<file path="src/rtl/xhat_centering_pkg.sv">
// Shared types and sizing helpers for the xhat centering block.
// Latency: n/a (declarations only).
// Backpressure: n/a.
package xhat_centering_pkg;

    localparam int DATA_WIDTH_DEF     = 16;
    localparam int BLOCK_SIZE_LOG_DEF = 8;
    localparam int BLOCK_SIZE         = 2 ** BLOCK_SIZE_LOG_DEF;

    typedef enum logic [1:0] {
        FILL      = 2'd0,
        WAIT_MEAN = 2'd1,
        DRAIN     = 2'd2
    } state_t;

    // Centered output carries one extra bit so x - mean never overflows.
    function automatic int centered_width(input int data_width);
        return data_width + 1;
    endfunction

endpackage

</file>
<file path="src/rtl/xhat_centering_if.sv">
// Stream bundle: xhat samples in, block mean in, centered samples out.
// Latency: n/a (wiring only).
// Backpressure: valid/ready on all three streams.
interface xhat_centering_if
    import xhat_centering_pkg::*;
#(
    parameter int DATA_WIDTH = DATA_WIDTH_DEF
);

    logic [DATA_WIDTH-1:0]                 xhat_data;
    logic                                  xhat_valid;
    logic                                  xhat_ready;
    logic [DATA_WIDTH-1:0]                 xhatmean_data;
    logic                                  xhatmean_valid;
    logic                                  xhatmean_ready;
    logic [centered_width(DATA_WIDTH)-1:0] xcentered_data;
    logic                                  xcentered_valid;
    logic                                  xcentered_ready;

    // Producer of samples/means and consumer of centered output.
    modport master (
        output xhat_data, xhat_valid, xhatmean_data, xhatmean_valid, xcentered_ready,
        input  xhat_ready, xhatmean_ready, xcentered_data, xcentered_valid
    );

    // The centering block itself.
    modport slave (
        input  xhat_data, xhat_valid, xhatmean_data, xhatmean_valid, xcentered_ready,
        output xhat_ready, xhatmean_ready, xcentered_data, xcentered_valid
    );

endinterface

</file>
<file path="src/rtl/xhat_block_ram.sv">
// One-block sample buffer: simple dual port, one write, one registered read.
// Latency: read data appears the cycle after rd_en.
// Backpressure: rd_data holds while rd_en is low.
module xhat_block_ram #(
    parameter int DATA_WIDTH = 16,
    parameter int ADDR_WIDTH = 8
) (
    input  logic                  clk,
    input  logic                  wr_en,
    input  logic [ADDR_WIDTH-1:0] wr_addr,
    input  logic [DATA_WIDTH-1:0] wr_data,
    input  logic                  rd_en,
    input  logic [ADDR_WIDTH-1:0] rd_addr,
    output logic [DATA_WIDTH-1:0] rd_data
);

    logic [DATA_WIDTH-1:0] mem [2 ** ADDR_WIDTH];

    // Write port.
    always_ff @(posedge clk) begin
        if (wr_en) begin
            mem[wr_addr] <= wr_data;
        end
    end

    // Registered read port; output holds when not enabled.
    always_ff @(posedge clk) begin
        if (rd_en) begin
            rd_data <= mem[rd_addr];
        end
    end

endmodule

</file>
<file path="src/rtl/xhat_centering.sv">
// Buffers one block of xhat samples, then emits each sample minus the block mean.
// Latency: first output valid 2 cycles after entering DRAIN, then 1 sample/cycle.
// Backpressure: output register holds while stalled; inputs blocked outside FILL/mean capture.
module xhat_centering
    import xhat_centering_pkg::*;
#(
    parameter int DATA_WIDTH     = DATA_WIDTH_DEF,
    parameter int BLOCK_SIZE_LOG = BLOCK_SIZE_LOG_DEF
) (
    input  logic            clk,
    input  logic            rst,
    xhat_centering_if.slave bus
);

    localparam int                      N        = 2 ** BLOCK_SIZE_LOG;
    localparam logic [BLOCK_SIZE_LOG:0] CNT_ONE  = (BLOCK_SIZE_LOG + 1)'(1);
    localparam logic [BLOCK_SIZE_LOG:0] CNT_LAST = (BLOCK_SIZE_LOG + 1)'(N - 1);
    localparam logic [BLOCK_SIZE_LOG-1:0] RD_ONE = BLOCK_SIZE_LOG'(1);

    state_t                    state;
    logic [BLOCK_SIZE_LOG:0]   wr_cnt;     // samples written in FILL, outputs remaining in DRAIN
    logic [BLOCK_SIZE_LOG-1:0] rd_cnt;
    logic [DATA_WIDTH-1:0]     mean_q;
    logic                      mean_held;
    logic                      mem_vld;    // RAM read register holds an unconsumed sample
    logic [DATA_WIDTH-1:0]     rd_data;
    logic [BLOCK_SIZE_LOG:0]   inflight;
    logic                      x_acc;
    logic                      m_acc;
    logic                      out_adv;
    logic                      issue;

    // Ready is only ever high in states that may accept, so no state qualifier is needed.
    assign x_acc    = bus.xhat_valid & bus.xhat_ready;
    assign m_acc    = bus.xhatmean_valid & bus.xhatmean_ready;
    assign out_adv  = ~bus.xcentered_valid | bus.xcentered_ready;
    assign inflight = {{BLOCK_SIZE_LOG{1'b0}}, mem_vld} + {{BLOCK_SIZE_LOG{1'b0}}, bus.xcentered_valid};
    // Issue a read while samples remain unread and the read register will be free next cycle.
    assign issue    = (state == DRAIN) && (wr_cnt > inflight) && (~mem_vld | out_adv);

    xhat_block_ram #(
        .DATA_WIDTH (DATA_WIDTH),
        .ADDR_WIDTH (BLOCK_SIZE_LOG)
    ) u_ram (
        .clk     (clk),
        .wr_en   (x_acc),
        .wr_addr (wr_cnt[BLOCK_SIZE_LOG-1:0]),
        .wr_data (bus.xhat_data),
        .rd_en   (issue),
        .rd_addr (rd_cnt),
        .rd_data (rd_data)
    );

    // Block FSM with registered readies and the two-stage drain pipeline.
    always_ff @(posedge clk or posedge rst) begin
        if (rst) begin
            state               <= FILL;
            wr_cnt              <= '0;
            rd_cnt              <= '0;
            mean_q              <= '0;
            mean_held           <= 1'b0;
            mem_vld             <= 1'b0;
            bus.xhat_ready      <= 1'b0;
            bus.xhatmean_ready  <= 1'b0;
            bus.xcentered_valid <= 1'b0;
            bus.xcentered_data  <= '0;
        end else begin
            case (state)
                FILL: begin
                    bus.xhat_ready     <= 1'b1;
                    bus.xhatmean_ready <= ~mean_held;
                    if (m_acc) begin
                        mean_q             <= bus.xhatmean_data;
                        mean_held          <= 1'b1;
                        bus.xhatmean_ready <= 1'b0;
                    end
                    if (x_acc) begin
                        wr_cnt <= wr_cnt + CNT_ONE;
                        if (wr_cnt == CNT_LAST) begin
                            bus.xhat_ready <= 1'b0;
                            if (mean_held || m_acc) begin
                                state              <= DRAIN;
                                bus.xhatmean_ready <= 1'b0;
                            end else begin
                                state <= WAIT_MEAN;
                            end
                        end
                    end
                end
                WAIT_MEAN: begin
                    if (m_acc) begin
                        mean_q             <= bus.xhatmean_data;
                        mean_held          <= 1'b1;
                        bus.xhatmean_ready <= 1'b0;
                        state              <= DRAIN;
                    end
                end
                DRAIN: begin
                    if (issue) begin
                        rd_cnt <= rd_cnt + RD_ONE;
                    end
                    mem_vld <= issue | (mem_vld & ~out_adv);
                    if (out_adv) begin
                        bus.xcentered_valid <= mem_vld;
                        if (mem_vld) begin
                            bus.xcentered_data <= {1'b0, rd_data} - {1'b0, mean_q};
                        end
                    end
                    if (bus.xcentered_valid && bus.xcentered_ready) begin
                        wr_cnt <= wr_cnt - CNT_ONE;
                        if (wr_cnt == CNT_ONE) begin
                            state              <= FILL;
                            rd_cnt             <= '0;
                            mean_held          <= 1'b0;
                            bus.xhat_ready     <= 1'b1;
                            bus.xhatmean_ready <= 1'b1;
                        end
                    end
                end
                default: state <= FILL;
            endcase
        end
    end

endmodule

</file>
<file path="src/flat_wrapper.sv">
// flat-port wrapper written by rule: the top's interface ports become plain ports
module xhat_centering_flat import xhat_centering_pkg::*;
#(
    parameter int DATA_WIDTH     = DATA_WIDTH_DEF,
    parameter int BLOCK_SIZE_LOG = BLOCK_SIZE_LOG_DEF
)
  (clk, rst, bus_xhat_data, bus_xhat_valid, bus_xhatmean_data, bus_xhatmean_valid, bus_xcentered_ready, bus_xhat_ready, bus_xhatmean_ready, bus_xcentered_data, bus_xcentered_valid);
  xhat_centering_if #(.DATA_WIDTH(DATA_WIDTH)) bus_i ();
  input  logic clk;
  input  logic rst;
  input wire logic [$bits(bus_i.xhat_data)-1:0] bus_xhat_data;
  input wire logic [$bits(bus_i.xhat_valid)-1:0] bus_xhat_valid;
  input wire logic [$bits(bus_i.xhatmean_data)-1:0] bus_xhatmean_data;
  input wire logic [$bits(bus_i.xhatmean_valid)-1:0] bus_xhatmean_valid;
  input wire logic [$bits(bus_i.xcentered_ready)-1:0] bus_xcentered_ready;
  output wire logic [$bits(bus_i.xhat_ready)-1:0] bus_xhat_ready;
  output wire logic [$bits(bus_i.xhatmean_ready)-1:0] bus_xhatmean_ready;
  output wire logic [$bits(bus_i.xcentered_data)-1:0] bus_xcentered_data;
  output wire logic [$bits(bus_i.xcentered_valid)-1:0] bus_xcentered_valid;
  assign bus_i.xhat_data = bus_xhat_data;
  assign bus_i.xhat_valid = bus_xhat_valid;
  assign bus_i.xhatmean_data = bus_xhatmean_data;
  assign bus_i.xhatmean_valid = bus_xhatmean_valid;
  assign bus_i.xcentered_ready = bus_xcentered_ready;
  assign bus_xhat_ready = bus_i.xhat_ready;
  assign bus_xhatmean_ready = bus_i.xhatmean_ready;
  assign bus_xcentered_data = bus_i.xcentered_data;
  assign bus_xcentered_valid = bus_i.xcentered_valid;
  xhat_centering #(.DATA_WIDTH(DATA_WIDTH), .BLOCK_SIZE_LOG(BLOCK_SIZE_LOG)) u_core (.clk(clk), .rst(rst), .bus(bus_i));
endmodule
</file>
<file path="config.mk">
export PLATFORM = sky130hd
export DESIGN_NAME = xhat_centering_flat
export DESIGN_NICKNAME = d
export VERILOG_FILES = /design/src/rtl/xhat_centering_pkg.sv /design/src/rtl/xhat_centering_if.sv /design/src/rtl/xhat_block_ram.sv /design/src/rtl/xhat_centering.sv /design/src/flat_wrapper.sv
export SDC_FILE = /design/constraint.sdc
export NUM_CORES = 2
export LEC_CHECK = 0
export ABC_AREA = 0
export ABC_CLOCK_PERIOD_IN_PS = 3140
export CORE_MARGIN = 3
export CORE_UTILIZATION = 59
export CTS_BUF_LIST = sky130_fd_sc_hd__clkbuf_4 sky130_fd_sc_hd__clkbuf_8
export DETAILED_ROUTE_END_ITERATION = 8
export PLACE_DENSITY_LB_ADDON = 0.25
export SETUP_SLACK_MARGIN = 0.4
export SLEW_MARGIN = 20
export SYNTH_ARGS = -nofsm -noshare
export SYNTH_HDL_FRONTEND = slang
export SYNTH_SLANG_ARGS = --single-unit
</file>
<file path="constraint.sdc">
create_clock -name clk -period 3.14 [get_ports clk]
set_input_delay 0.314 -clock clk [delete_from_list [all_inputs] [get_ports clk]]
set_output_delay 0.314 -clock clk [all_outputs]
set_load 0.03 [all_outputs]
</file>
==> impl_results.html <==
<table>
<tr><th>Metric</th><th>Value</th></tr>
<tr><th colspan="2">Run status</th></tr>
<tr><td>Outcome</td><td>complete, but fails checks</td></tr>
<tr><td>Failing checks</td><td>setup timing</td></tr>
<tr><th colspan="2">Logic synthesis</th></tr>
<tr><td>Async S/R FF share, synth</td><td>0.0137</td></tr>
<tr><td>Post-Synthesis Net Count</td><td>8003</td></tr>
<tr><td>Largest cells by area after synthesis</td><td>edfxtp_1, mux4_2, mux2i_1</td></tr>
<tr><td>Library cell with the highest instance count after synthesis</td><td>edfxtp_1</td></tr>
<tr><td>Number of synthesized flops with an enable pin</td><td>4112</td></tr>
<tr><td>Combinational family with the most area after synthesis</td><td>multiplexers</td></tr>
<tr><td>Post-Synth XOR/XNOR Area</td><td>0.00113</td></tr>
<tr><td>Commonest cells in the synthesized netlist</td><td>edfxtp_1, mux4_2, mux2i_1, nor2_1, o221ai_1</td></tr>
<tr><td>Share of synthesized cell area in and, or, nand and nor gates</td><td>0.0228</td></tr>
<tr><td>Post-synthesis cell type with the largest combined area</td><td>edfxtp_1</td></tr>
<tr><td>Synth cell types</td><td>85</td></tr>
<tr><td>Synthesized area per cell</td><td>20.6 µm²</td></tr>
<tr><td>Share of synthesized area occupied by flip-flops and latches</td><td>0.765</td></tr>
<tr><td>Number of synthesis warnings</td><td>0</td></tr>
<tr><td>Predominant post-synthesis flop cell</td><td>edfxtp_1</td></tr>
<tr><td>Post-synthesis register bit count</td><td>4169</td></tr>
<tr><td>Number of cells produced by synthesis</td><td>7935</td></tr>
<tr><td>Post-synthesis compound-gate area fraction</td><td>0.0402</td></tr>
<tr><td>Post-Synth Adder-Cell Area</td><td>0.00242</td></tr>
<tr><td>Combined area of all synthesized cells</td><td>163000 µm²</td></tr>
<tr><td>Mux cell area share after synthesis</td><td>0.146</td></tr>
<tr><td>Fraction of post-synthesis cell area in the top cell type by area</td><td>0.756</td></tr>
<tr><th colspan="2">GRT</th></tr>
<tr><td>Sum of overflow across all layers after global routing</td><td>0</td></tr>
<tr><td>Total routing usage reported by global routing</td><td>0.335</td></tr>
<tr><td>Wire length of the first global-routing pass</td><td>674000 µm</td></tr>
<tr><td>Vias in the first global route</td><td>90300</td></tr>
<tr><td>Pin count of the biggest net entering global routing</td><td>114</td></tr>
<tr><td>Antenna violations before repair</td><td>26</td></tr>
<tr><th colspan="2">CTS</th></tr>
<tr><td>Buffer depth of the longest clock path</td><td>4</td></tr>
<tr><td>Clock transition time at the flip-flop clock pins of the worst setup and hold paths</td><td>0.06 ns</td></tr>
<tr><td>CTS H-tree depth</td><td>6</td></tr>
<tr><td>TritonCTS clock tree</td><td>built</td></tr>
<tr><td>Num CTS Buffers</td><td>643</td></tr>
<tr><td>Clock root buffer master</td><td>clkbuf_8</td></tr>
<tr><td>Clock latency on the worst-skew pair</td><td>1.24 ns</td></tr>
<tr><td>Sink Count</td><td>4169</td></tr>
<tr><th colspan="2">Finish</th></tr>
<tr><td>Nets</td><td>9407</td></tr>
<tr><td>Share of cells above drive strength 1</td><td>0.321</td></tr>
<tr><td>Layout-stage area growth over the synthesis result</td><td>18.5%</td></tr>
<tr><th colspan="2">Route</th></tr>
<tr><td>Avg WL per Cell</td><td>35.6 µm</td></tr>
<tr><td>DR vias/cell</td><td>6.82</td></tr>
<tr><td>Post-Route WL</td><td>482000 µm</td></tr>
<tr><td>Pre-antenna DRT Iters</td><td>6</td></tr>
<tr><td>Residual antenna-violating net count after detailed routing</td><td>0</td></tr>
<tr><td>Total number of vias</td><td>92200</td></tr>
<tr><td>Violation count after the first detailed-routing iteration</td><td>14200</td></tr>
<tr><td>Post-route DRC violation count</td><td>0</td></tr>
<tr><th colspan="2">Timing</th></tr>
<tr><td>Crit path setup slack, layout</td><td>-0.249 ns</td></tr>
<tr><td>Max_slew headroom</td><td>0.199</td></tr>
<tr><td>Worst-case clock skew</td><td>0.0812 ns</td></tr>
<tr><td>Count of final max-slew check failures</td><td>0</td></tr>
<tr><td>Fmax</td><td>295 MHz</td></tr>
<tr><td>Period minus WS final</td><td>3.39 ns</td></tr>
<tr><td>Slew at the pin closest to its max-slew limit</td><td>1.20 ns</td></tr>
<tr><td>Final-report setup violation count</td><td>15</td></tr>
<tr><td>Setup repair after global routing missed its margin</td><td>true</td></tr>
<tr><td>Hold Vio Cnt, Final</td><td>0</td></tr>
<tr><td>TNS Setup</td><td>-1.75 ns</td></tr>
<tr><td>Worst Hold Slack</td><td>0.145 ns</td></tr>
<tr><td>Final critical-path share of the clock period</td><td>1.08</td></tr>
<tr><th colspan="2">Setup path</th></tr>
<tr><td>Length in cells of the worst reg-to-reg path</td><td>11</td></tr>
<tr><td>Critical path's slowest cell</td><td>dfrtp_4</td></tr>
<tr><td>Data arrival time of the critical path</td><td>4.39 ns</td></tr>
<tr><td>Req. time, crit path</td><td>4.14 ns</td></tr>
<tr><td>Stages on worst setup path</td><td>11</td></tr>
<tr><td>Endpoint kind of the worst setup timing path</td><td>register</td></tr>
<tr><td>Type of element launching the critical path</td><td>register</td></tr>
<tr><td>Cell class contributing the biggest share of worst-path delay</td><td>simple AND/OR/NAND/NOR gates</td></tr>
<tr><td>Setup Crit Path Kind</td><td>reg -&gt; reg</td></tr>
<tr><td>Critical R2R Launch</td><td>u_core.rd_cnt[2]$_DFFE_PP0P_</td></tr>
<tr><td>Largest stage delay on the critical path</td><td>0.46 ns</td></tr>
<tr><td>Series of cell instances along the critical path</td><td>buf_4 &gt; buf_12 &gt; inv_8 &gt; buf_4 &gt; nor2_4 &gt; buf_12 &gt; a22oi_1 &gt; a21oi_1 &gt; nor3_4 &gt; or3b_4 &gt; nor4_4</td></tr>
<tr><td>Timing startpoint of the critical path</td><td>u_core.rd_cnt[2]$_DFFE_PP0P_</td></tr>
<tr><td>Crit path max fanout</td><td>11</td></tr>
<tr><td>End of the critical path</td><td>u_core.u_ram.rd_data[13]$_DFFE_PP_</td></tr>
<tr><td>Endpoint of the lowest-slack register-to-register path</td><td>u_core.u_ram.rd_data[13]$_DFFE_PP_</td></tr>
<tr><td>FF-to-FF setup slack</td><td>-0.25 ns</td></tr>
<tr><td>Buffers and inverters on the worst path</td><td>5</td></tr>
<tr><th colspan="2">Place</th></tr>
<tr><td>Post-detail-place hpwl</td><td>290000 µm</td></tr>
<tr><td>Routability Congestion</td><td>0.952</td></tr>
<tr><td>Minimum setup slack after placement</td><td>-1.03 ns</td></tr>
<tr><td>Number of I/O port buffers</td><td>56</td></tr>
<tr><th colspan="2">Job</th></tr>
<tr><td>Max Cap Viol</td><td>0</td></tr>
<tr><th colspan="2">Die</th></tr>
<tr><td>Boundary pin count</td><td>57</td></tr>
<tr><td>Effective utilization at floorplan</td><td>0.595</td></tr>
<tr><td>Die ar.</td><td>283000 µm²</td></tr>
<tr><td>Number of rows in the core area</td><td>192</td></tr>
<tr><td>Core box area</td><td>275000 µm²</td></tr>
<tr><td>Horizontal die dimension</td><td>532 µm</td></tr>
<tr><td>Height of the chip</td><td>532 µm</td></tr>
<tr><th colspan="2">Pwr</th></tr>
<tr><td>Peak ir drop on the vdd network</td><td>0.742 mV</td></tr>
<tr><td>Lkg Pwr</td><td>64.6 nW</td></tr>
<tr><td>Power Dens Cells</td><td>887 nW/µm²</td></tr>
<tr><th colspan="2">Min path</th></tr>
<tr><td>Class of the most critical hold timing path</td><td>in -&gt; reg</td></tr>
<tr><td>Hold path startpoint</td><td>bus_xhat_data[0]</td></tr>
</table>
[report_power, final]
group	total, mW	internal, mW	switching (mW)
sequential	63.2	62.3	0.907
clock	43.9	22.5	21.4
combinational	64.5	27.6	36.9
total	172	112	59.2
[cells in the final DEF (no fill, tap or decap), types with 16 or more instances in the layout]
cell type	count
nor2_2	35
edfxtp_1	4112
buf_8	16
o21ai_0	87
a211oi_1	20
buf_4	687
nand3_1	54
buf_16	41
mux4_2	710
mux4_1	36
clkbuf_4	204
buf_6	34
dlygate4sd3_1	35
clkinv_1	147
nor3_2	16
clkdlybuf4s50_1	37
o221ai_1	229
ha_1	29
diode_2	26
mux2i_1	656
a21oi_1	187
nor2_1	314
clkbuf_8	664
a21oi_2	19
and2_1	17
mux2_2	25
nor3_1	66
dfrtp_1	48
clkinv_2	53
buf_12	335
o21ai_1	20
nand2_2	23
a22oi_1	30
nand2_1	145
inv_1	32
o22ai_1	159
o221ai_2	26
[flip-flops by register name (all words and copies together), names as in the netlist, 2 cells and up]
name and cells:
u_core.wr_cnt 9, u_core.u_ram.rd_data 16, u_core.rd_cnt 8, u_core.state 2, u_core.mean_q 16, u_core.bus.xcentered_data 17
u_core.u_ram.mem 4096
[per-layer routing]
metal | track usage | up-vias | wire length [µm]
li1 | - | 36200 | -
met1 | 0.459 | 47500 | 169000
met2 | 0.500 | 7286 | 221000
met3 | 0.0937 | 1231 | 64600
met4 | 0.171 | 8 | 27300
met5 | 0 | - | 53
[how the worst min path moves through the flow]
stage,endpoint,slack [ns],depth (start not counted)
after floorplan,u_core.u_ram.mem[0][0]$_DFFE_PP_,0.41,0
after global placement,u_core.bus.xcentered_data[4]$_DFFE_PP0P_,0.46,1
after detailed placement,u_core.bus.xcentered_data[4]$_DFFE_PP0P_,0.47,1
after CTS,u_core.bus.xcentered_valid$_DFFE_PP0P_,0.01,3
after global routing,u_core.u_ram.mem[231][0]$_DFFE_PP_,0.12,2
final,u_core.u_ram.mem[179][0]$_DFFE_PP_,0.15,2
[what timing repair did]
action,4_1_cts,5_1_grt
hold endpoints to repair,2376,0
setup endpoints to repair,25,67
setup buffers,59,59
hold buffers,35,0
pin swaps,58,46
gates cloned,21,10
gates resized for setup,304,123
[metrics by stage]
step / power [mW] / std cells / instance area, µm² / utilization
after floorplan: 96.5 / 7935 / 163000 / -
after global placement: 120 / 12200 / 177000 / 0.644
after detailed placement: 120 / 12200 / 177000 / 0.644
after CTS: 168 / 13400 / 192000 / 0.700
after global routing: 176 / 13500 / 193000 / 0.705
final: 172 / 13500 / 194000 / 0.705
[kinds of logic (layout without fill, tap and decap cells)]
| group | Yosys count | count (layout) |
|---|---|---|
| fa+ha+maj | 31 | 31 |
| simple gates | 826 | 826 |
| compound gates | 951 | 951 |
| other cells | 0 | 26 |
| xor+xnor | 21 | 21 |
| flops | 4169 | 4169 |
| buf+inv | 504 | 2383 |
| mux | 1433 | 1433 |
[layout make-up]
type / count / area [µm²]
inverter: 38 / 161
sequential: 4169 / 125000
clock buffer: 854 / 10500
fill: 16000 / 81100
multi-input combinational: 3262 / 36300
antenna: 26 / 65.1
clock inverter: 266 / 1780
timing repair buffer: 1225 / 15200
tap: 3686 / 4610
(Power assumes the default switching activity.)
